$ cat config.mk
export PLATFORM = sky130hd
export DESIGN_NAME = ultra_das_beamformer
export DESIGN_NICKNAME = d
export VERILOG_FILES = /design/src/rtl/ultra_das_beamformer.sv
export SDC_FILE = /design/constraint.sdc
export NUM_CORES = 2
export LEC_CHECK = 0
export CORE_MARGIN = 5
export CORE_UTILIZATION = 60
export DETAILED_ROUTE_END_ITERATION = 6
export HOLD_SLACK_MARGIN = 0.03
export MAX_ROUTING_LAYER = met4
export PLACE_DENSITY_LB_ADDON = 0.08
export SYNTH_ARGS = -nofsm -noshare
export SYNTH_HDL_FRONTEND = slang
export SYNTH_SLANG_ARGS = --single-unit
$ cat constraint.sdc
create_clock -name clk -period 15.2 [get_ports clk]
set_input_delay 1.52 -clock clk [delete_from_list [all_inputs] [get_ports clk]]
set_output_delay 1.52 -clock clk [all_outputs]
set_load 0.05 [all_outputs]
$ cat src/rtl/ultra_das_beamformer.sv
// ultra_das_beamformer
// Multi-channel delay-and-sum beamformer. Each channel has its own programmable
// delay, which is realised with a per-channel circular buffer. Processing is
// framed by a start/busy/done FSM.
//
// State table:
//   state   | meaning
//   IDLE    | waiting for start; delay registers writable
//   RUN     | accepting FRAME_LEN input beats (in_ready high)
//   DRAIN   | max_d internal zero-input beats flush the delayed tails
//
// Ports:
//   clk        in   system clock, rising edge
//   reset      in   asynchronous active-high reset
//   cfg_we     in   delay write strobe (IDLE only)
//   cfg_ch     in   channel index for the delay write
//   cfg_delay  in   requested delay; clamped to MAX_DELAY-1
//   start      in   frame start pulse (IDLE only)
//   in_valid   in   in_data holds a valid beat
//   in_ready   out  high in RUN
//   in_data    in   packed samples, ch k at [k*DATA_WIDTH +: DATA_WIDTH]
//   out_valid  out  out_data valid this cycle
//   out_data   out  signed delay-and-sum result
//   busy       out  high in RUN or DRAIN
//   done       out  one-cycle pulse, the cycle after the last out_valid
module ultra_das_beamformer #(
    parameter int NUM_CH     = 4,
    parameter int DATA_WIDTH = 16,
    parameter int MAX_DELAY  = 64,
    parameter int FRAME_LEN  = 256,
    parameter int CH_W       = $clog2(NUM_CH),
    parameter int DLY_W      = 8
) (
    input  logic                           clk,
    input  logic                           reset,
    input  logic                           cfg_we,
    input  logic [CH_W-1:0]                cfg_ch,
    input  logic [DLY_W-1:0]               cfg_delay,
    input  logic                           start,
    input  logic                           in_valid,
    output logic                           in_ready,
    input  logic [NUM_CH*DATA_WIDTH-1:0]   in_data,
    output logic                           out_valid,
    output logic [DATA_WIDTH+CH_W-1:0]     out_data,
    output logic                           busy,
    output logic                           done
);

    localparam int AW = (MAX_DELAY > 1) ? $clog2(MAX_DELAY) : 1;
    localparam int OW = DATA_WIDTH + CH_W;
    localparam int NW = $clog2(FRAME_LEN + MAX_DELAY) + 1;

    localparam logic [AW-1:0]    PTR_LAST  = AW'(MAX_DELAY - 1);
    localparam logic [NW-1:0]    N_LAST    = NW'(FRAME_LEN - 1);
    localparam logic [NW-1:0]    N_FRAME   = NW'(FRAME_LEN);
    localparam logic [DLY_W-1:0] DLY_CLAMP = DLY_W'(MAX_DELAY - 1);

    typedef enum logic [1:0] {
        S_IDLE  = 2'd0,
        S_RUN   = 2'd1,
        S_DRAIN = 2'd2
    } state_t;

    state_t r_state;
    state_t w_state_nxt;

    logic [AW-1:0]                 r_delay [NUM_CH];
    logic [AW-1:0]                 r_wptr;
    logic [NW-1:0]                 r_n;
    logic signed [DATA_WIDTH-1:0]  r_mem [NUM_CH][MAX_DELAY];
    logic                          r_out_valid;
    logic [OW-1:0]                 r_out_data;
    logic                          r_fin;
    logic                          r_done;

    logic [AW-1:0]                 w_max_d;
    logic [AW-1:0]                 w_cfg_eff;
    logic [AW-1:0]                 w_wptr_nxt;
    logic                          w_acc;
    logic                          w_beat;
    logic                          w_run_last;
    logic                          w_drain_last;
    logic                          w_fin;
    logic                          w_in_ready;
    logic                          w_busy;
    logic signed [DATA_WIDTH-1:0]  w_x   [NUM_CH];
    logic signed [DATA_WIDTH-1:0]  w_tap [NUM_CH];
    logic [AW-1:0]                 w_rd  [NUM_CH];
    logic signed [OW-1:0]          w_sum;

    always_comb begin
        w_max_d = '0;
        for (int k = 0; k < NUM_CH; k++) begin
            if (r_delay[k] > w_max_d) begin
                w_max_d = r_delay[k];
            end
        end
    end

    assign w_cfg_eff  = (cfg_delay > DLY_CLAMP) ? AW'(DLY_CLAMP) : AW'(cfg_delay);
    assign w_wptr_nxt = (r_wptr == PTR_LAST) ? '0 : r_wptr + AW'(1);

    assign w_acc        = (r_state == S_RUN) && in_valid;
    assign w_beat       = w_acc || (r_state == S_DRAIN);
    assign w_run_last   = w_acc && (r_n == N_LAST);
    assign w_drain_last = (r_state == S_DRAIN) &&
                          (r_n == N_FRAME + NW'(w_max_d) - NW'(1));
    // Final beat of the frame; done follows its output by one cycle.
    assign w_fin        = (w_run_last && (w_max_d == '0)) || w_drain_last;

    always_comb begin
        w_state_nxt = r_state;
        w_in_ready  = 1'b0;
        w_busy      = 1'b0;
        case (r_state)
            S_IDLE: begin
                if (start) begin
                    w_state_nxt = S_RUN;
                end
            end
            S_RUN: begin
                w_in_ready = 1'b1;
                w_busy     = 1'b1;
                if (w_run_last) begin
                    w_state_nxt = (w_max_d != '0) ? S_DRAIN : S_IDLE;
                end
            end
            S_DRAIN: begin
                w_busy = 1'b1;
                if (w_drain_last) begin
                    w_state_nxt = S_IDLE;
                end
            end
            default: w_state_nxt = S_IDLE;
        endcase
    end

    always_ff @(posedge clk or posedge reset) begin
        if (reset) begin
            r_state <= S_IDLE;
        end else begin
            r_state <= w_state_nxt;
        end
    end

    // Per-channel tap. Delay 0 bypasses the buffer; taps that would reach
    // before the start of the frame read as zero, so stale buffer contents
    // are never used.
    always_comb begin
        w_sum = '0;
        for (int k = 0; k < NUM_CH; k++) begin
            w_x[k]   = (r_state == S_RUN) ? in_data[k*DATA_WIDTH +: DATA_WIDTH] : '0;
            w_rd[k]  = (r_wptr >= r_delay[k]) ? (r_wptr - r_delay[k])
                                              : (r_wptr + AW'(MAX_DELAY) - r_delay[k]);
            w_tap[k] = '0;
            if (r_delay[k] == '0) begin
                w_tap[k] = w_x[k];
            end else if (r_n >= NW'(r_delay[k])) begin
                w_tap[k] = r_mem[k][w_rd[k]];
            end
            w_sum = w_sum + OW'(w_tap[k]);
        end
    end

    // Drain beats write zeros so that later taps see x[m] = 0 past the frame.
    always_ff @(posedge clk) begin
        if (w_beat) begin
            for (int k = 0; k < NUM_CH; k++) begin
                r_mem[k][r_wptr] <= w_x[k];
            end
        end
    end

    always_ff @(posedge clk or posedge reset) begin
        if (reset) begin
            r_wptr      <= '0;
            r_n         <= '0;
            r_out_valid <= 1'b0;
            r_out_data  <= '0;
            r_fin       <= 1'b0;
            r_done      <= 1'b0;
            for (int k = 0; k < NUM_CH; k++) begin
                r_delay[k] <= '0;
            end
        end else begin
            r_out_valid <= w_beat;
            if (w_beat) begin
                r_out_data <= w_sum;
            end
            r_fin  <= w_fin;
            r_done <= r_fin;
            if (r_state == S_IDLE) begin
                if (cfg_we) begin
                    r_delay[cfg_ch] <= w_cfg_eff;
                end
                if (start) begin
                    r_n    <= '0;
                    r_wptr <= '0;
                end
            end else if (w_beat) begin
                r_n    <= r_n + NW'(1);
                r_wptr <= w_wptr_nxt;
            end
        end
    end

    assign in_ready  = w_in_ready;
    assign busy      = w_busy;
    assign out_valid = r_out_valid;
    assign out_data  = r_out_data;
    assign done      = r_done;

endmodule
* After elaboration in Yosys (flattened, before gate mapping) *
Memory sizes are Yosys's and may differ from the RTL's.
Cells that the tools add are included.

storage, ports and cells
  input bits = 79
  logic and storage cells = 124
  flip-flop bits (word level) = 63
  RAM bits = 4,096
  memories kept = 1

operators by class
  multiplexer cells = 50
  reduce and logical (&&, ||, !) cells = 20
  bitwise operators = 6
  $lt $le $gt $ge = 17
  $add $sub $neg = 11
  equality and inequality tests = 8

memory list
  name   words  width  read ports  clocked after Yosys merged registers in  write ports  line  RTL
  r_mem  4      1,024  4           0                                        4            70    logic signed [DATA_WIDTH-1:0] r_mem [NUM_CH][MAX_DELAY];

operators by type and width
  operator                                                               number
  1024-bit two-way mux                                                   1
  16-bit binary-select mux with 6-bit select                             4
  16-bit two-way mux                                                     21
  16-bit demux with 6-bit select                                         1
  6-bit two-way mux                                                      10
  10-bit by 6-bit greater-or-equal comparator with 1-bit output          4
  7-bit greater-or-equal comparator (second input constant)              5
  6-bit NOT with 7-bit output                                            5
  6-bit logical NOT                                                      5
  10-bit two-way mux                                                     3
  24-bit bitwise mux                                                     1
  6-bit subtractor                                                       4
  17-bit by 16-bit adder with 18-bit output                              1
  18-bit by 16-bit adder with 18-bit output                              1
  6-bit > comparator                                                     3
  16-bit by 16-bit adder with 17-bit output                              1
  6-bit demux with 2-bit select                                          1
  10-bit by 1-bit adder with 10-bit output (second input constant)       1
  9-bit by 6-bit adder with 10-bit output (first input constant)         1
  10-bit == test                                                         1
  10-bit by 8-bit == test with 1-bit output (second input constant)      1
  10-bit by 1-bit subtractor with 10-bit output (second input constant)  1
  8-bit by 6-bit > comparator with 1-bit output (second input constant)  1
  2-bit two-way mux                                                      4
  20 further kinds                                                       31

* Longest topological paths before layout *
  depth after elaboration = 14
  depth in mapped cells = 35
  depth with buffers taken out = 32

* Least setup slack after synthesis *
OpenSTA, ideal clock, no wires.

  kind = input to register
  from = in in_valid
  to = mem r_mem[0][880] in the netlist's numbering (enable)
  data arrival time = 8,529 ps
  path slack = 6,027 ps
  stages = 4
  required time = 14,556 ps
  buffers on the path = 1
  setup time = 644 ps
  cell sequence = a21oi_1 > or4b_2 > clkbuf_1 > nor4_1

RTL lines
  item         line  RTL
  from (decl)  40    input logic in_valid,
  to (decl)    70

* Final worst setup path *
  from = reg r_wptr[0]
  to = reg r_out_data[16], in the netlist out_data[16]

on the way
  longest elaborated chain between the ends = 10
  elaborated cells on any way between the ends = 31

RTL lines
  item                                                    line      RTL
  from (decl)                                             68        logic [AW-1:0] r_wptr;
  from (signal assigned)                                  202       r_wptr <= w_wptr_nxt;
  6-bit subtractor                                        153, 154
  6-bit NOT with 7-bit output (not written as such)       159       w_tap[k] = r_mem[k][w_rd[k]];
  16-bit binary-select mux with 6-bit select              159
  16-bit two-way mux (not written as such) (2 in series)  159
  16-bit two-way mux                                      158       end else if (r_n >= NW'(r_delay[k])) begin
  16-bit two-way mux                                      156       if (r_delay[k] == '0) begin
  16-bit by 16-bit adder with 17-bit output               161       w_sum = w_sum + OW'(w_tap[k]);
  17-bit by 16-bit adder with 18-bit output               161
  18-bit by 16-bit adder with 18-bit output (*)           161
  to (signal assigned)                                    188       r_out_data <= w_sum;
  to (decl)                                               72        logic [OW-1:0] r_out_data;

Every way passes the cells marked *; elsewhere a longest branch is shown, timed or not. The select of a mux whose other input is x is not followed.
A chain may end at the register's enable or synchronous reset.

==> impl_metrics.env <==
export IMPL_status="finished, final reports clean"
export IMPL_gr_total_overflow=0
export IMPL_io_buffer_count=100
export IMPL_multi_input_area_mm2=0.0372
export IMPL_yosys_most_used_dff="edfxtp_1"
export IMPL_use_met1_pct=45.8
export IMPL_firstDrtPassIters=6
export IMPL_skew_ns=0.0442
export IMPL_cts_sinks=4159
export IMPL_finalCritPeriodShare_pct=64.5
export IMPL_cts_root_buf="clkbuf_16"
export IMPL_synthesis_nets=7119
export IMPL_cts_buffer_depth=4
export IMPL_tightest_slew_ns=1.44
export IMPL_ys_types=58
export IMPL_grt_pass1_wl_um=621000
export IMPL_netlist_area_mm2=0.163
export IMPL_grt_max_degree=127
export IMPL_worst_path_largest_cell_delay_ns=1.25
export IMPL_die_w_um=531
export IMPL_syn_inst=6920
export IMPL_finalHoldViolCount=0
export IMPL_drt_initial_drc_count=12500
export IMPL_start_util_pct=60.2
export IMPL_num_io_pins=101
export IMPL_path_clk_slew_ns=0.07
export IMPL_htreeDepth=5
export IMPL_ant_nets=0
export IMPL_slew_limit_headroom_pct=4.10
export IMPL_die_h_um=531
export IMPL_synth_warnings=0
export IMPL_wl_per_cell_um=39.9
export IMPL_cts_buffers=403
export IMPL_ys_seq_area_share_pct=76.6
export IMPL_cts_resized=0
export IMPL_vias=79200
export IMPL_post_route_util_pct=67.6
export IMPL_grt_use_met2_pct=50.7
export IMPL_r2r_slack_ns=5.40
export IMPL_dp_hpwl_um=232000
export IMPL_slew_violations=0
export IMPL_setup_worst_path_class="reg2reg"
export IMPL_drc=0
export IMPL_min_period_ns=9.80
export IMPL_totalWireLength_um=448000
export IMPL_cts_tree="done"
export IMPL_clock_latency_ns=0.94
export IMPL_vias_per_cell=7.04
export IMPL_rows=191
export IMPL_cp_buffers_inverters=5
export IMPL_finalSetupViolCount=0
export IMPL_grt_busiest_layer="met2"
export IMPL_drv_cap=0
export IMPL_slowest_stage="fa_4"
export IMPL_synth_edf_count=4096
export IMPL_avgSynthCellArea_um2=23.5
export IMPL_finalNetCount=7541
export IMPL_die_area_mm2=0.282
export IMPL_crit_required_ns=16.01
export IMPL_final_layout_size_suffix_gt1_share_pct=29.9
export IMPL_rsz0062_at_grt="no"
export IMPL_cp_start_kind="flop"
export IMPL_leakagePower_uw=0.0584
export IMPL_regArea_mm2=0.125
export IMPL_core_mm2=0.270
export IMPL_ir_worst_vdd_mv=0.429
export IMPL_fillers=16600
export IMPL_max_freq_mhz=102
export IMPL_endpoint_kind="flop"
export IMPL_holdCritPathClass="reg2reg"
export IMPL_post_cts_repair_setup_buffers=0
export IMPL_antenna_found_initial=6
export IMPL_grt_usage_pct=33.1
export IMPL_grt_use_met3_pct=5.15
export IMPL_cp_common_cell="a21oi_1"
export IMPL_syn_to_final_growth_pct=12.4
export IMPL_grt_pass1_vias=79000
export IMPL_crit_family="compound AO/OA/AOI/OAI gates"
export IMPL_power_density_mw_per_mm2=238
export IMPL_finalSetupTns_ns=0
export IMPL_synthArstFlopShare_pct=1.51
export IMPL_critPathArrivalTime_ns=10.61
export IMPL_routabilityCongestion=0.880
export IMPL_ctsHoldBuffers=0
export IMPL_ys_ff_latch=4159
export IMPL_path_max_fanout=120
cell usage in the layout, fill, tap and decap left out, types with 18 or more instances in the layout:
cell             Yosys  routed
edfxtp_1          4096    4096
mux4_2            1280    1280
clkbuf_16            0     414
buf_4                0     252
a21oi_1            106     104
clkinv_1             0     102
clkdlybuf4s50_1      0     100
a211oi_1            96      96
inv_1               91      90
nand2_1             85      85
clkbuf_1           255      79
ha_1                83      78
mux2i_1             74      74
and2_2               0      63
dfrtp_1             63      63
o21ai_0             62      62
nor2_4               0      62
clkinv_2             0      62
nor2b_1             60      60
nor2_1             120      57
bufinv_16            0      41
fa_1                37      33
a21o_1              24      24
xnor2_1             38      22
nand3_1             18      18
Yosys cell counts, types with 3 or more instances:
master     number  share of area, %
nor3_1          9             0.028
ha_1           83              0.64
mux2_2         17              0.12
a211oi_1       96              0.44
a21o_1         24              0.11
or3_1           5             0.019
o21ai_0        62              0.19
a22oi_1        16             0.074
mux4_2       1280                18
edfxtp_1     4096                76
nand3_1        18             0.055
nor2b_1        60              0.23
o21bai_1        6             0.028
nor3b_1         3             0.014
buf_1          96              0.22
or2_2           8             0.031
o31ai_1         9             0.042
mux2i_1        74              0.46
xnor2_1        38              0.20
a21boi_0        3             0.014
o22ai_1         4             0.015
nor4_1          6             0.023
a21oi_1       106              0.33
fa_1           37              0.46
inv_1          91              0.21
o2bb2ai_1      12             0.065
nand4_1         7             0.027
nand2_1        85              0.20
nand2b_1       14             0.054
nand3b_1        4             0.018
clkbuf_1      255              0.59
and3_1          7             0.027
dfrtp_1        63              0.97
nor2_1        120              0.28
a31oi_1         3             0.012
and2_1         67              0.26
xor2_1         11             0.059
report_power, final:
part	switching, uW	leakage [uW]	total (uW)	internal [uW]
clock network	4210	0.00631	9890	5690
registers	175	0.0384	13900	13700
logic	10300	0.0137	19700	9340
total	14700	0.0584	43400	28700
per-stage QoR:
stage          instance area [um2]  hold slack (ns)  worst slack (ns)  instances  total power [uW]
2_1_floorplan               163000            0.331              6.03       6920             28400
3_3_place_gp                170000            0.333              5.56      10500             33700
3_5_place_dp                170000            0.347              5.56      10500             33900
4_1_cts                     183000            0.366              5.51      11200             43700
5_1_grt                     183000            0.368              5.00      11200             45200
6_report                    183000            0.361              5.40      11200             43400
cell families (layout without fill, tap and decap cells):
| kind of cell | count (synthesis) | count (layout) | synth area share [%] |
|---|---|---|---|
| mux | 1372 | 1372 | 18.3 |
| fa+ha+maj | 120 | 120 | 1.09 |
| compound gates | 358 | 358 | 1.42 |
| buf+inv | 442 | 1192 | 1.02 |
| simple gates | 420 | 420 | 1.30 |
| flops | 4159 | 4159 | 76.6 |
| other cells | 0 | 7 | 0 |
| xor+xnor | 49 | 49 | 0.264 |
final timing paths:
check	from	depth (start not counted)	end
worst max-delay path	r_wptr[0]$_DFFE_PP0P_	28	out_data[16]$_DFFE_PP0P_
worst min-delay path	r_fin$_DFF_PP0_	0	done$_DFF_PP0_
worst max register to register	r_wptr[0]$_DFFE_PP0P_	28	out_data[16]$_DFFE_PP0P_
worst min register to register	r_fin$_DFF_PP0_	0	done$_DFF_PP0_
max in group asynchronous	reset	3	r_wptr[4]$_DFFE_PP0P_
min in group asynchronous	reset	2	out_data[0]$_DFFE_PP0P_
state kept, by name (all words and copies together) (netlist names):
| signal | count |
|---|---|
| done | 1 |
| out_data | 18 |
| out_valid | 1 |
| r_delay | 24 |
| r_fin | 1 |
| r_mem | 4096 |
| r_n | 10 |
| r_state | 2 |
| r_wptr | 6 |
metal layers:
metal	routed length, um	share of wire, %	vias up
met4	22000	4.9	0
met2	217000	48	5185
met5	0	0	-
met3	44500	9.9	925
met1	165000	37	42600
li1	-	-	30500
final cells by class:
class | instances | share of cell area, %
clock inverter | 235 | 1.22
tap | 3570 | 2.44
clock buffer | 498 | 5.87
multi-input combinational | 2319 | 20.4
inverter | 91 | 0.188
timing repair buffer | 368 | 1.76
antenna | 7 | 0.00958
sequential | 4159 | 68.2
(Power assumes the default switching activity.)
